<file path="src/rtl/phase_generator.sv">
// phase_generator: rotating one-hot phase strobes with programmable phase length, dead time and step/run control
module phase_generator #(
  parameter int NUM_PHASES = 2,
  parameter int CNT_WIDTH  = 4,
  parameter int IDX_WIDTH  = 3
) (
  input  logic                  i_base_clock,
  input  logic                  i_reset,
  input  logic                  i_run,
  input  logic                  i_step,
  input  logic [CNT_WIDTH-1:0]  i_phase_len,
  input  logic [CNT_WIDTH-1:0]  i_gap_len,
  output logic [NUM_PHASES-1:0] o_phase,
  output logic [NUM_PHASES-1:0] o_phase_start,
  output logic                  o_cycle_done,
  output logic [IDX_WIDTH-1:0]  o_phase_index,
  output logic                  o_busy
);
  typedef enum logic [1:0] {IDLE, ACTIVE, GAP} state_e;
  localparam logic [IDX_WIDTH-1:0] LAST_IDX = IDX_WIDTH'(NUM_PHASES - 1);
  state_e                 state_q, state_d;
  logic [IDX_WIDTH-1:0]   idx_q, idx_d, go_idx, next_idx;
  logic [CNT_WIDTH-1:0]   cnt_q, cnt_d, glen_q, glen_d, plen_in;
  logic [NUM_PHASES-1:0]  phase_q, phase_d, start_q, start_d;
  logic                   done_q, done_d, go;
  assign plen_in  = (i_phase_len == '0) ? CNT_WIDTH'(1) : i_phase_len;
  assign next_idx = (idx_q == LAST_IDX) ? '0 : idx_q + 1'b1;
  // Sequence the phase/gap counter and compute the next registered strobes; cnt_q counts remaining cycles after the current one
  always_comb begin
    state_d = state_q;
    idx_d   = idx_q;
    cnt_d   = cnt_q;
    glen_d  = glen_q;
    phase_d = '0;
    start_d = '0;
    done_d  = 1'b0;
    go      = 1'b0;
    go_idx  = idx_q;
    case (state_q)
      IDLE: go = i_run | i_step;
      ACTIVE: begin
        if (cnt_q != '0) begin
          cnt_d   = cnt_q - 1'b1;
          phase_d = phase_q;
          done_d  = (cnt_q == CNT_WIDTH'(1)) && (idx_q == LAST_IDX);
        end else begin
          idx_d  = next_idx;
          go_idx = next_idx;
          if (glen_q != '0) begin
            state_d = GAP;
            cnt_d   = glen_q - 1'b1;
          end else begin
            state_d = IDLE;
            go      = i_run;
          end
        end
      end
      GAP: begin
        if (cnt_q != '0) begin
          cnt_d = cnt_q - 1'b1;
        end else begin
          state_d = IDLE;
          go      = i_run;
        end
      end
      default: state_d = IDLE;
    endcase
    if (go) begin
      state_d = ACTIVE;
      idx_d   = go_idx;
      glen_d  = i_gap_len;
      cnt_d   = plen_in - 1'b1;
      phase_d = NUM_PHASES'(1) << go_idx;
      start_d = NUM_PHASES'(1) << go_idx;
      done_d  = (plen_in == CNT_WIDTH'(1)) && (go_idx == LAST_IDX);
    end
  end
  // State and output registers; reset discards any partial phase or gap
  always_ff @(posedge i_base_clock) begin
    if (i_reset) begin
      state_q <= IDLE;
      idx_q   <= '0;
      cnt_q   <= '0;
      glen_q  <= '0;
      phase_q <= '0;
      start_q <= '0;
      done_q  <= 1'b0;
    end else begin
      state_q <= state_d;
      idx_q   <= idx_d;
      cnt_q   <= cnt_d;
      glen_q  <= glen_d;
      phase_q <= phase_d;
      start_q <= start_d;
      done_q  <= done_d;
    end
  end
  assign o_phase       = phase_q;
  assign o_phase_start = start_q;
  assign o_cycle_done  = done_q;
  assign o_phase_index = idx_q;
  assign o_busy        = (state_q != IDLE);
endmodule

</file>
<file path="config.mk">
export PLATFORM = sky130hd
export DESIGN_NAME = phase_generator
export DESIGN_NICKNAME = d
export VERILOG_FILES = /design/src/rtl/phase_generator.sv
export SDC_FILE = /design/constraint.sdc
export NUM_CORES = 1
export LEC_CHECK = 0
export ABC_CLOCK_PERIOD_IN_PS = 3700
export CAP_MARGIN = 15
export CORE_MARGIN = 8
export CORE_UTILIZATION = 54
export CTS_CLUSTER_SIZE = 25
export DETAILED_ROUTE_END_ITERATION = 12
export PLACE_DENSITY = 0.82
export SLEW_MARGIN = 20
export SYNTH_ARGS = -nofsm -noshare
export SYNTH_HDL_FRONTEND = slang
export SYNTH_SLANG_ARGS = --single-unit
export TNS_END_PERCENT = 30
</file>
<file path="constraint.sdc">
create_clock -name i_base_clock -period 3.7 [get_ports i_base_clock]
set_clock_uncertainty 0.2 [all_clocks]
set_input_delay 0.37 -clock i_base_clock [delete_from_list [all_inputs] [get_ports i_base_clock]]
set_output_delay 0.37 -clock i_base_clock [all_outputs]
set_load 0.02 [all_outputs]
</file>
==> impl_metrics.csv <==
group,metric,value,unit
status,status,"completed",
logic_synthesis,synth.avg_cell_area,8.62,µm²
grt,grt_overflow_total,0,
worst_setup_path,cp.depth,7,
grt,grt_pass1_vias,946,
finish,n_antenna_cell,0,
worst_setup_path,worstSetupEndpoint,"cnt_q[3]",
logic_synthesis,synth_flop_cell,"dfxtp_1",
finish,fillCellCount,172,
floorplan,dieArea,0.00375,mm²
worst_setup_path,crit_type,"flip-flop to flip-flop",
run,cap_violations,0,
detailed_routing,drc_errors,0,
floorplan,initial_utilization,56.8,%
detailed_routing,drtAntennaViolNets,0,
logic_synthesis,synth-edff-count,0,
clock_tree,clock_latency,0.30,ns
floorplan,num_io_pins,21,
clock_tree,postCtsSetupBuffers,0,
worst_setup_path,cp-start-kind,"flip-flop",
detailed_routing,routedWlPerCell,14.4,µm
pwr,power_leakage,0.541,nW
finish,fin_nets,166,
worst_setup_path,crit_path_start,"cnt_q[0]",
logic_synthesis,synth_cell_types,45,
logic_synthesis,synth.cell_area,0.00110,mm²
clock_tree,cts_resized,0,
worst_setup_path,critPathMaxFanout,10,
clock_tree,cts_tree,"built",
worst_setup_path,r2r_cells,7,
finish,seq_area,360,µm²
clock_tree,cts_sinks,18,
clock_tree,cts_made_buffers,3,
worst_setup_path,worstReg2RegEnd,"cnt_q[3]",
logic_synthesis,synthCells,128,
finish,multi_input_area,667,µm²
placement,dp_hpwl,1910,µm
worst_setup_path,cp.required,3.71,ns
grt,grt_pass1_wl,4220,µm
sta,period_minus_slack,2.77,ns
pwr,powerDensity,783,mW/mm²
clock_tree,h-tree-depth,1,
worst_setup_path,regToRegSetupSlack,0.93,ns
finish,layout_common_cells,"20 x clkdlybuf4s50_1, 18 x dfxtp_1, 11 x inv_1, 11 x nand2_1",
sta,finalSetupViolCount,0,
worst_setup_path,cp_top_family,"compound AO/OA/AOI/OAI gates",
sta,layout_worst_path_cycle_share,74.8,%
floorplan,die_w,61.2,µm
worst_setup_path,cp_slowest_cell,"or3b_1",
detailed_routing,num_vias,982,
sta,fmax,0.361,GHz
grt,grt_usage,14.7,%
sta,tightestPinTransition,0.614,ns
min_path,hold_path.class,"flip-flop to flip-flop",
placement,port_buffers,20,
logic_synthesis,synth_area_leader_cell,"dfxtp_1",
floorplan,row_count,16,
detailed_routing,drtIter0Drc,32,
detailed_routing,wirelength,2500,µm
logic_synthesis,yosys.area.top_type_share,32.7,%
sta,hold_viol,0,
finish,final_common_cell,"clkdlybuf4s50_1",
grt,grt_max_degree,17,
sta,drv_slew,0,
logic_synthesis,syn-num-nets,146,
logic_synthesis,synth.area.top_cells,"dfxtp_1 33%, ha_1 6.8%, mux2i_1 4.5%, a21oi_1 4.1%, inv_1 3.7%",
detailed_routing,firstDrtPassIters,4,
clock_tree,hold_buffers,0,
worst_setup_path,cp_cell_sequence,"inv_1 > ha_1 > or3b_1 > o41ai_4 > a21o_1 > o311ai_1 > a221oi_2",
clock_tree,cts.reportedPaths.clkPinSlew,0.12,ns
floorplan,die_y,61.2,µm
floorplan,core-area,0.00194,mm²
finish,fin_util,68.9,%
placement,place.gp.congestion,0.919,
sta,fin_tns_setup,0,ns
logic_synthesis,ys_ff_latch,18,
worst_setup_path,crit_buf_inv,1,
sta,maxSlewHeadroom,58.9,%
finish,syn2layout_area_growth,21.3,%
worst_setup_path,max_stage_delay,0.54,ns
worst_setup_path,cp-end-kind,"flip-flop",
logic_synthesis,yosys_warnings,0,
pwr,vdd_ir_drop_max,462,µV
clock_tree,cts_root_buf,"clkbuf_4",
detailed_routing,vias_per_cell,5.64,
clock_tree,clock_path_buffers,2,
worst_setup_path,critPathArrivalTime,2.77,ns
grt,antenna_found_initial,0,
finish,drive_gt1_share,6.12,%
logic_synthesis,ys_seq_area_share,32.7,%
worst_setup_path,r2r-start,"cnt_q[0]",
sta,rsz0062_at_grt,"false",
logic_synthesis,synthArstFlopShare,0,%
## flip-flops by register name, indices dropped and copies added, names as in the netlist
register / count
o_phase: 2
state_q: 2
cnt_q: 4
o_phase_start: 2
o_cycle_done: 1
glen_q: 4
o_phase_index: 3
## power breakdown
| group | internal [mW] | switching, mW | total [mW] |
|---|---|---|---|
| combinational | 0.261 | 0.331 | 0.592 |
| clock | 0.0600 | 0.0652 | 0.125 |
| sequential | 0.256 | 0.0747 | 0.331 |
## worst min path at each step
stage	start	endpoint	slack, ns	cells past startpoint
after floorplan	i_reset	cnt_q[1]	0.25	1
after global placement	o_phase[1]	o_phase[1]	0.22	2
after detailed placement	o_phase[1]	o_phase[1]	0.23	2
after CTS	o_phase[1]	o_phase[1]	0.24	2
after global routing	o_phase[1]	o_phase[1]	0.26	2
final	o_phase[1]	o_phase[1]	0.24	2
## area by class of cell
class	count	area share (%)
clock buffers	4	2.71
well taps	27	2.52
flip-flops and latches	18	26.9
inverters	11	3.08
multi-input cells	94	49.8
repair buffers	20	15.0
## metal layers
layer | track usage [%] | routed length (µm)
met5 | 0 | 0
met4 | 5.98 | 44
met3 | 2.09 | 91
met2 | 23.7 | 1230
met1 | 19.0 | 1130
## stage by stage
stage          cells  worst slack, ns  power (mW)  area [µm²]  hold WS (ns)
6_report         174            0.934        1.05        1340         0.240
5_1_grt          174            0.828        1.13        1340         0.262
4_1_cts          174            0.971        1.05        1340         0.243
2_1_floorplan    128             1.45       0.790        1100         0.249
3_5_place_dp     170             1.01       0.920        1300         0.229
3_3_place_gp     170             1.15       0.905        1300         0.224
## logic make-up after synthesis
kind of cell | count (synthesis) | synth area share (%)
AO/OA/AOI/OAI | 33 | 23.5
buffers and inverters | 16 | 6.92
adder cells (fa/ha/maj) | 6 | 6.80
AND/OR/NAND/NOR | 45 | 21.7
XOR/XNOR | 5 | 3.97
flip-flops | 18 | 32.7
multiplexers | 5 | 4.54
## worst register-to-register path: stages (launching register included)
cell and delay (ns):
dfxtp_1 0.37, inv_1 0.12, ha_1 0.22, or3b_1 0.54
o41ai_4 0.36, a21o_1 0.40, o311ai_1 0.22, a221oi_2 0.25
## cell usage after synthesis, types with 2 or more instances
cell type	n
o21bai_1	2
o21ai_0	3
dfxtp_1	18
or3b_1	2
nand2_1	11
nor3_1	5
nor2_1	9
nor4_1	2
clkbuf_1	2
a311oi_1	2
a21o_1	2
buf_6	2
ha_1	6
a221oi_2	2
xnor2_1	2
a21oi_1	9
xor2_1	3
nand3_1	5
inv_1	11
mux2i_1	5
Power figures use the tool's default switching activity.
